### src/rtl/station_dispatch_if.sv
// Decoder-to-dispatch and dispatch-to-station signal bundle.
// The decoder side (master) drives the dec_* offer and the station idle mask; the dispatcher (slave) drives the rest.
interface station_dispatch_if;
    logic        dec_valid;
    logic        dec_ready;
    logic [31:0] dec_iop;
    logic [2:0]  dec_init;
    logic [15:0] dec_pc;
    logic [15:0] dec_k16;
    logic [3:0]  st_complete;
    logic [3:0]  st_feed;
    logic [31:0] st_iop;
    logic [2:0]  st_init;
    logic [15:0] st_pc;
    logic [15:0] st_k16;
    logic [2:0]  q_level;

    modport master (
        output dec_valid, dec_iop, dec_init, dec_pc, dec_k16, st_complete,
        input  dec_ready, st_feed, st_iop, st_init, st_pc, st_k16, q_level
    );

    modport slave (
        input  dec_valid, dec_iop, dec_init, dec_pc, dec_k16, st_complete,
        output dec_ready, st_feed, st_iop, st_init, st_pc, st_k16, q_level
    );
endinterface

### src/rtl/station_dispatch.sv
// In-order uop dispatch queue feeding four reservation stations with round-robin
// station selection; head payload is broadcast and st_feed strobes the chosen station.
module station_dispatch #(
    parameter int N_ST  = 4,
    parameter int DEPTH = 4
) (
    input  logic               clk,
    input  logic               a_rst,
    input  logic               flush,
    station_dispatch_if.slave  bus
);
    localparam int AW = $clog2(DEPTH);
    localparam int CW = AW + 1;

    logic [66:0]   mem [DEPTH];
    logic [AW-1:0] wr_ptr;
    logic [AW-1:0] rd_ptr;
    logic [CW-1:0] count;
    logic [1:0]    rr;
    logic [1:0]    sel_idx;
    logic          sel_found;
    logic          push;
    logic          pop;
    logic [66:0]   head;

    // Handshake: a uop transfers at a rising edge where dec_valid and dec_ready are both
    // high; dec_ready looks only at the registered count, so a pop never frees a slot early.
    assign bus.dec_ready = a_rst & ~flush & (count != CW'(DEPTH));
    assign push          = bus.dec_valid & bus.dec_ready;

    assign head = mem[rd_ptr];
    assign {bus.st_iop, bus.st_init, bus.st_pc, bus.st_k16} = head;

    always_comb begin
        sel_found = 1'b0;
        sel_idx   = rr;
        for (int k = 0; k < N_ST; k++) begin
            if (!sel_found && bus.st_complete[rr + 2'(k)]) begin
                sel_found = 1'b1;
                sel_idx   = rr + 2'(k);
            end
        end
    end

    assign pop         = a_rst & ~flush & (count != '0) & sel_found;
    assign bus.st_feed = pop ? (4'b0001 << sel_idx) : 4'b0000;
    assign bus.q_level = count;

    // Payload storage needs no reset; only pointers and count define validity.
    always_ff @(posedge clk) begin
        if (push) begin
            mem[wr_ptr] <= {bus.dec_iop, bus.dec_init, bus.dec_pc, bus.dec_k16};
        end
    end

    always_ff @(posedge clk) begin
        if (!a_rst || flush) begin
            wr_ptr <= '0;
            rd_ptr <= '0;
            count  <= '0;
            rr     <= 2'd0;
        end else begin
            if (push) begin
                wr_ptr <= wr_ptr + 1'b1;
            end
            if (pop) begin
                rd_ptr <= rd_ptr + 1'b1;
                rr     <= sel_idx + 2'd1;
            end
            case ({push, pop})
                2'b10:   count <= count + 1'b1;
                2'b01:   count <= count - 1'b1;
                default: count <= count;
            endcase
        end
    end
endmodule

### src/flat_wrapper.sv
// flat-port wrapper written by rule: the top's interface ports become plain ports
module station_dispatch_flat 
#(
    parameter int N_ST  = 4,
    parameter int DEPTH = 4
)
  (clk, a_rst, flush, bus_dec_valid, bus_dec_iop, bus_dec_init, bus_dec_pc, bus_dec_k16, bus_st_complete, bus_dec_ready, bus_st_feed, bus_st_iop, bus_st_init, bus_st_pc, bus_st_k16, bus_q_level);
  station_dispatch_if bus_i ();
  input  logic clk;
  input  logic a_rst;
  input  logic flush;
  input wire logic [$bits(bus_i.dec_valid)-1:0] bus_dec_valid;
  input wire logic [$bits(bus_i.dec_iop)-1:0] bus_dec_iop;
  input wire logic [$bits(bus_i.dec_init)-1:0] bus_dec_init;
  input wire logic [$bits(bus_i.dec_pc)-1:0] bus_dec_pc;
  input wire logic [$bits(bus_i.dec_k16)-1:0] bus_dec_k16;
  input wire logic [$bits(bus_i.st_complete)-1:0] bus_st_complete;
  output wire logic [$bits(bus_i.dec_ready)-1:0] bus_dec_ready;
  output wire logic [$bits(bus_i.st_feed)-1:0] bus_st_feed;
  output wire logic [$bits(bus_i.st_iop)-1:0] bus_st_iop;
  output wire logic [$bits(bus_i.st_init)-1:0] bus_st_init;
  output wire logic [$bits(bus_i.st_pc)-1:0] bus_st_pc;
  output wire logic [$bits(bus_i.st_k16)-1:0] bus_st_k16;
  output wire logic [$bits(bus_i.q_level)-1:0] bus_q_level;
  assign bus_i.dec_valid = bus_dec_valid;
  assign bus_i.dec_iop = bus_dec_iop;
  assign bus_i.dec_init = bus_dec_init;
  assign bus_i.dec_pc = bus_dec_pc;
  assign bus_i.dec_k16 = bus_dec_k16;
  assign bus_i.st_complete = bus_st_complete;
  assign bus_dec_ready = bus_i.dec_ready;
  assign bus_st_feed = bus_i.st_feed;
  assign bus_st_iop = bus_i.st_iop;
  assign bus_st_init = bus_i.st_init;
  assign bus_st_pc = bus_i.st_pc;
  assign bus_st_k16 = bus_i.st_k16;
  assign bus_q_level = bus_i.q_level;
  station_dispatch #(.N_ST(N_ST), .DEPTH(DEPTH)) u_core (.clk(clk), .a_rst(a_rst), .flush(flush), .bus(bus_i));
endmodule
### config.mk
export PLATFORM = sky130hd
export DESIGN_NAME = station_dispatch_flat
export DESIGN_NICKNAME = d
export VERILOG_FILES = /design/src/rtl/station_dispatch_if.sv /design/src/rtl/station_dispatch.sv /design/src/flat_wrapper.sv
export SDC_FILE = /design/constraint.sdc
export NUM_CORES = 1
export LEC_CHECK = 0
export BUFFER_PORTS_ARGS = -buffer_cell sky130_fd_sc_hd__buf_2
export CAP_MARGIN = 5
export CORE_UTILIZATION = 30
export CTS_BUF_LIST = sky130_fd_sc_hd__clkbuf_2
export DETAILED_ROUTE_END_ITERATION = 8
export PLACE_DENSITY_LB_ADDON = 0.12
export SYNTH_ARGS = -nofsm -noshare
export SYNTH_HDL_FRONTEND = slang
export SYNTH_SLANG_ARGS = --single-unit
export TNS_END_PERCENT = 30
### constraint.sdc
create_clock -name clk -period 8.44 [get_ports clk]
set_clock_uncertainty 0.2 [all_clocks]
set_input_delay 1.688 -clock clk [delete_from_list [all_inputs] [get_ports clk]]
set_output_delay 1.688 -clock clk [all_outputs]
set_load 0.05 [all_outputs]
### Word-level counts from Yosys, hierarchy flattened

Memories as Yosys holds them, arrays and structs flattened. A register that Yosys moved wholly into a read port is not among the register bits.
Cells that the tools add are included.
Widths: inputs -> output; s select.

| storage, ports and cells | value |
|---|---|
| word-level logic and storage cells | 58 |
| output and inout bits | 75 |
| memories | 1 |
| bits in writable memories | 268 |
| bits of input ports | 75 |
| bits in registers | 9 |

Memory list:

| name | words | width | rd ports | clocked after memory_dff | wr ports | RTL line | source |
|---|---|---|---|---|---|---|---|
| u_core.mem | 4 | 67 | 1 | 1 | 1 | station_dispatch.sv:15 | `logic [66:0] mem [DEPTH];` |

| cells by class | value |
|---|---|
| magnitude comparators | 4 |
| multiplexer cells | 21 |
| reductions and logical operators | 10 |
| equality and inequality tests | 3 |
| add/subtract/negate cells | 8 |
| bitwise gates (word level) | 6 |
| shift operators | 1 |

Operators with widths:

| cell | number |
|---|---|
| $lt 2x3->1 const B | 4 |
| $mux 1 | 10 |
| $mux 2 | 5 |
| $add 2x1->2 const B | 4 |
| $bmux 1 s2 | 4 |
| $pmux 3 s2 | 1 |
| $and 1x1->1 | 5 |
| $add 2x2->2 const B | 2 |
| $logic_not 1->1 | 4 |
| $mux 4 | 1 |
| $shl 1x2->4 const A | 1 |
| $add 3x1->3 const B | 1 |
| $logic_and 1x1->1 | 3 |
| $ne 3x3->1 const B | 1 |
| $reduce_bool 3->1 | 1 |
| $sub 3x1->3 const B | 1 |
| $eq 2x1->1 const B | 1 |
| $eq 2x2->1 const B | 1 |
| $reduce_bool 2->1 | 1 |
| $logic_or 1x1->1 | 1 |
| $not 1->1 | 1 |

### Depth between registers and ports, before layout

| depth | value |
|---|---|
| word-level depth | 15 |
| depth in mapped cells | 10 |
| mapped depth without buffers | 9 |

### Least setup slack after synthesis

Ideal clock, no wire load.

| path | value |
|---|---|
| kind | input to output |
| start | input bus_st_complete[1] |
| end | output bus_st_feed[0] |
| arrival time | 2.740 ns |
| path buffers | 0 |
| slack | 3.812 ns |
| required time | 6.552 ns |
| stages | 6 |
| path through | nand2b_1 a21oi_1 a211oi_1 inv_1 ha_1 and2_2 |

| between the ends | value |
|---|---|
| cells in the longest elaborated chain, start to end | 14 |
| elaborated cells on any way between the ends | 24 |
| classes of those cells | shift (1); mux (16); bitwise (1); reduce/logical (6) |

Ends and longest elaborated chain:

| what | RTL line | source |
|---|---|---|
| start: declaration | flat_wrapper.sv:17 | `input wire logic [$bits(bus_i.st_complete)-1:0] bus_st_complete;` |
| $bmux 1 s2 | station_dispatch.sv:38 | `if (!sel_found && bus.st_complete[rr + 2'(k)]) begin` |
| $mux 1 (implied by the code) | station_dispatch.sv:38 |  |
| $mux 1 | station_dispatch.sv:38 |  |
| $logic_not 1->1 | station_dispatch.sv:38 |  |
| $logic_and 1x1->1 | station_dispatch.sv:38 |  |
| $mux 1 | station_dispatch.sv:38 |  |
| $logic_not 1->1 | station_dispatch.sv:38 |  |
| $logic_and 1x1->1 | station_dispatch.sv:38 |  |
| $mux 1 | station_dispatch.sv:38 |  |
| $logic_not 1->1 | station_dispatch.sv:38 |  |
| $logic_and 1x1->1 | station_dispatch.sv:38 |  |
| $mux 2 / $mux 1 (equally long branches) | station_dispatch.sv:38 |  |
| $shl 1x2->4 / $and 1x1->1 (equally long branches) | station_dispatch.sv:46, station_dispatch.sv:45 |  |
| $mux 4 * | station_dispatch.sv:46 | `assign bus.st_feed = pop ? (4'b0001 << sel_idx) : 4'b0000;` |
| end: declaration | flat_wrapper.sv:19 | `output wire logic [$bits(bus_i.st_feed)-1:0] bus_st_feed;` |

Mark *: on every way between the ends. The rest lies on a longest branch, timed or not. The select of a mux whose other input is x is not followed.

### Final worst setup path

| path | value |
|---|---|
| start | input bus_st_complete[1] |
| end | output bus_st_feed[2] |

The elaborated chain is that of the path after synthesis.

==> flow_summary.toml <==
[logic_synthesis]
yosysTopAreaCellShare_pct = 76.83
syn_inst = 435
synth_area_leaders = "edfxtp_1, mux4_2, mux4_1, dfxtp_1, ha_1"
synth_seq_cells = 279
async_flop_share_pct = 0
seq_area_frac_synth_pct = 78.93
syn-num-nets = 520
netlist_area_mm2 = 0.01048
synth_cell_types = 36
yosys_warnings = 0
ys.flop_type = "edfxtp_1"
yosys.area.top_type = "edfxtp_1"
postSynthAreaPerCell_um2 = 24.08
synth-edff-count = 268

[placement]
dp_slack_ps = 3319
place_hpwl_um = 11880
dp_cells = 1028
port_buffers = 149
placed_cell_area_mm2 = 0.01170
place.gp.congestion = 0.6962

[timing]
slew_headroom_pct = 25.93
rsz0062_at_grt = "no"
slew_violations = 0
layout_min_cycle_time_ps = 5209
fin_crit_sh_pct = 61.72
whs_ps = 248.1
setup_viol = 0
layout_setup_ws_ps = 3231
worstMarginPinSlew_ps = 1111
hold_viol_final = 0
fmax_ghz = 0.1920
fin_setup_tns_ps = 0

[worst_hold_path]
min_path_type = "flip-flop to flip-flop"

[die]
die_w_um = 188.9
core_mm2 = 0.03446
io_pins = 150
rows = 68
dieArea_mm2 = 0.03567
start_util_pct = 30.40
die_height_um = 188.9

[global_routing]
grt_overflow_total = 0
grt_usage_pct = 12.31
grt_pass1_vias = 5735
grt_first_pass_wirelength_um = 32400
grt_max_degree = 68
antenna_found_initial = 3

[finish]
drive_gt1_share_pct = 48.64
finalInstanceArea_mm2 = 0.01234
postLayoutCoreUtil_pct = 35.81
layout_commonest_cell = "edfxtp_1"
finalNonFillerCells = 1155
fin_nets = 733
final_cell_mix = "edfxtp_1, buf_2, clkbuf_2"
syn_to_final_growth_pct = 17.80
n_fill_cell = 3299

[route]
drt-initial-drc-count = 149
route.detailed.drc = 0
dr.pass1.iters = 6
avgViaCountPerCell = 4.503
wl_per_cell_um = 18.53
ant_nets = 0
drt-total-wl_um = 21400
num_vias = 5201

[clocking]
root_buffer = "clkbuf_2"
cts.sinks = 279
numCtsBuffers = 73
cts-resized-gates = 0
cts-htree-levels = 3
holdBufCountCts = 0
postCtsSetupBuffers = 0
cts_tree = "yes"
cts_buffer_depth = 3
path_clk_slew_ps = 90
clk_latency_ps = 780

[power]
power_density_mw_per_mm2 = 203.8
p_switching_mw = 0.5873
switching_share_pct = 23.35
vdd.ir_drop.worst_mv = 0.07042
power.share.sequential_pct = 60.8
p_total_mw = 2.515
p_leak_nw = 4.212
p_int_mw = 1.928
clkPwrFrac_pct = 34.9
power_frac_comb_pct = 4.3

[worst_setup_path]
end_kind = "output pin"
arrival_ps = 3320
crit_required_ps = 6550
critical_path_class = "primary input to output pin"
path_max_fanout = 6
cp-start-kind = "primary input"

[flow_run]
maxCapViolations = 0

[status]
status = "finished, final reports clean"
## synthesized netlist by cell type (2+ instances only)
cell type  instances
edfxtp_1         268
mux4_2            58
dfxtp_1           11
inv_1             10
ha_1               9
mux4_1             9
nor2_1             8
buf_2              7
a21oi_1            6
nand2_1            6
and2_1             4
and2_2             4
buf_1              3
buf_12             3
buf_6              2
mux2i_1            2
nand2b_1           2
o21ai_0            2
o22ai_1            2
xnor2_1            2
xor2_1             2
## final timing paths
kind | slack [ps] | depth (start not counted) | startpoint | to
max | 3230 | 8 | bus_st_complete[1] | bus_st_feed[2]
min | 250 | 1 | u_core.rd_ptr[1] | flip-flop
max reg2reg | 5630 | 4 | u_core.bus.q_level[0] | u_core.mem[3][39]
min reg2reg | 250 | 1 | u_core.rd_ptr[1] | flip-flop
## critical path, cell delays in order
cell	delay (ps)
buf_2	150
nand2b_1	120
a21oi_1	60
a211oi_1	550
inv_1	160
ha_1	220
and2_2	160
buf_2	200
## sequential cells by signal, summed over array words and instances (netlist names), named ones only
signal,cells
u_core.bus.q_level,3
u_core.wr_ptr,2
u_core.rr,2
u_core.rd_ptr,2
u_core.mem,268
## layer usage
layer	up-vias	track usage [%]	share of wire, %
met5	-	0	0.061
met4	2	5.335	2.0
met3	47	5.079	8.0
met2	187	20.22	49
met1	2669	14.11	40
li1	2296	-	-
## kinds of logic (layout without fill, tap and decap cells)
logic type | Yosys count | after routing | share of synthesized area [%]
muxes | 69 | 69 | 14.92
other | 0 | 3 | 0
xor gates and xnor gates | 4 | 4 | 0.3345
DFF | 279 | 279 | 78.93
adders and majority gates | 10 | 10 | 1.266
buffers and inverters | 26 | 288 | 1.732
AOI/OAI and AO/OA | 16 | 16 | 1.075
and+or+nand+nor | 31 | 31 | 1.744
## power groups by stage
stage          combinational (mW)  sequential (mW)  clock (mW)
2_1_floorplan              0.0620             1.56           0
3_3_place_gp                0.106             1.56           0
3_5_place_dp                0.110             1.56           0
4_1_cts                     0.111             1.53       0.938
5_1_grt                     0.117             1.53        1.00
6_report                    0.109             1.53       0.876
## final cells by class
class / instances / area, um^2 / share of cell area, %
well taps: 455 / 569.3 / 4.614
diodes: 3 / 7.507 / 0.06084
inverters: 10 / 37.54 / 0.3042
flip-flops and latches: 279 / 8275 / 67.07
clock buffers: 108 / 540.5 / 4.380
multi-input cells: 130 / 2036 / 16.50
repair buffers: 154 / 783.3 / 6.348
clock inverters: 16 / 90.09 / 0.7301
No activity file was read; power rests on OpenSTA's default activity.
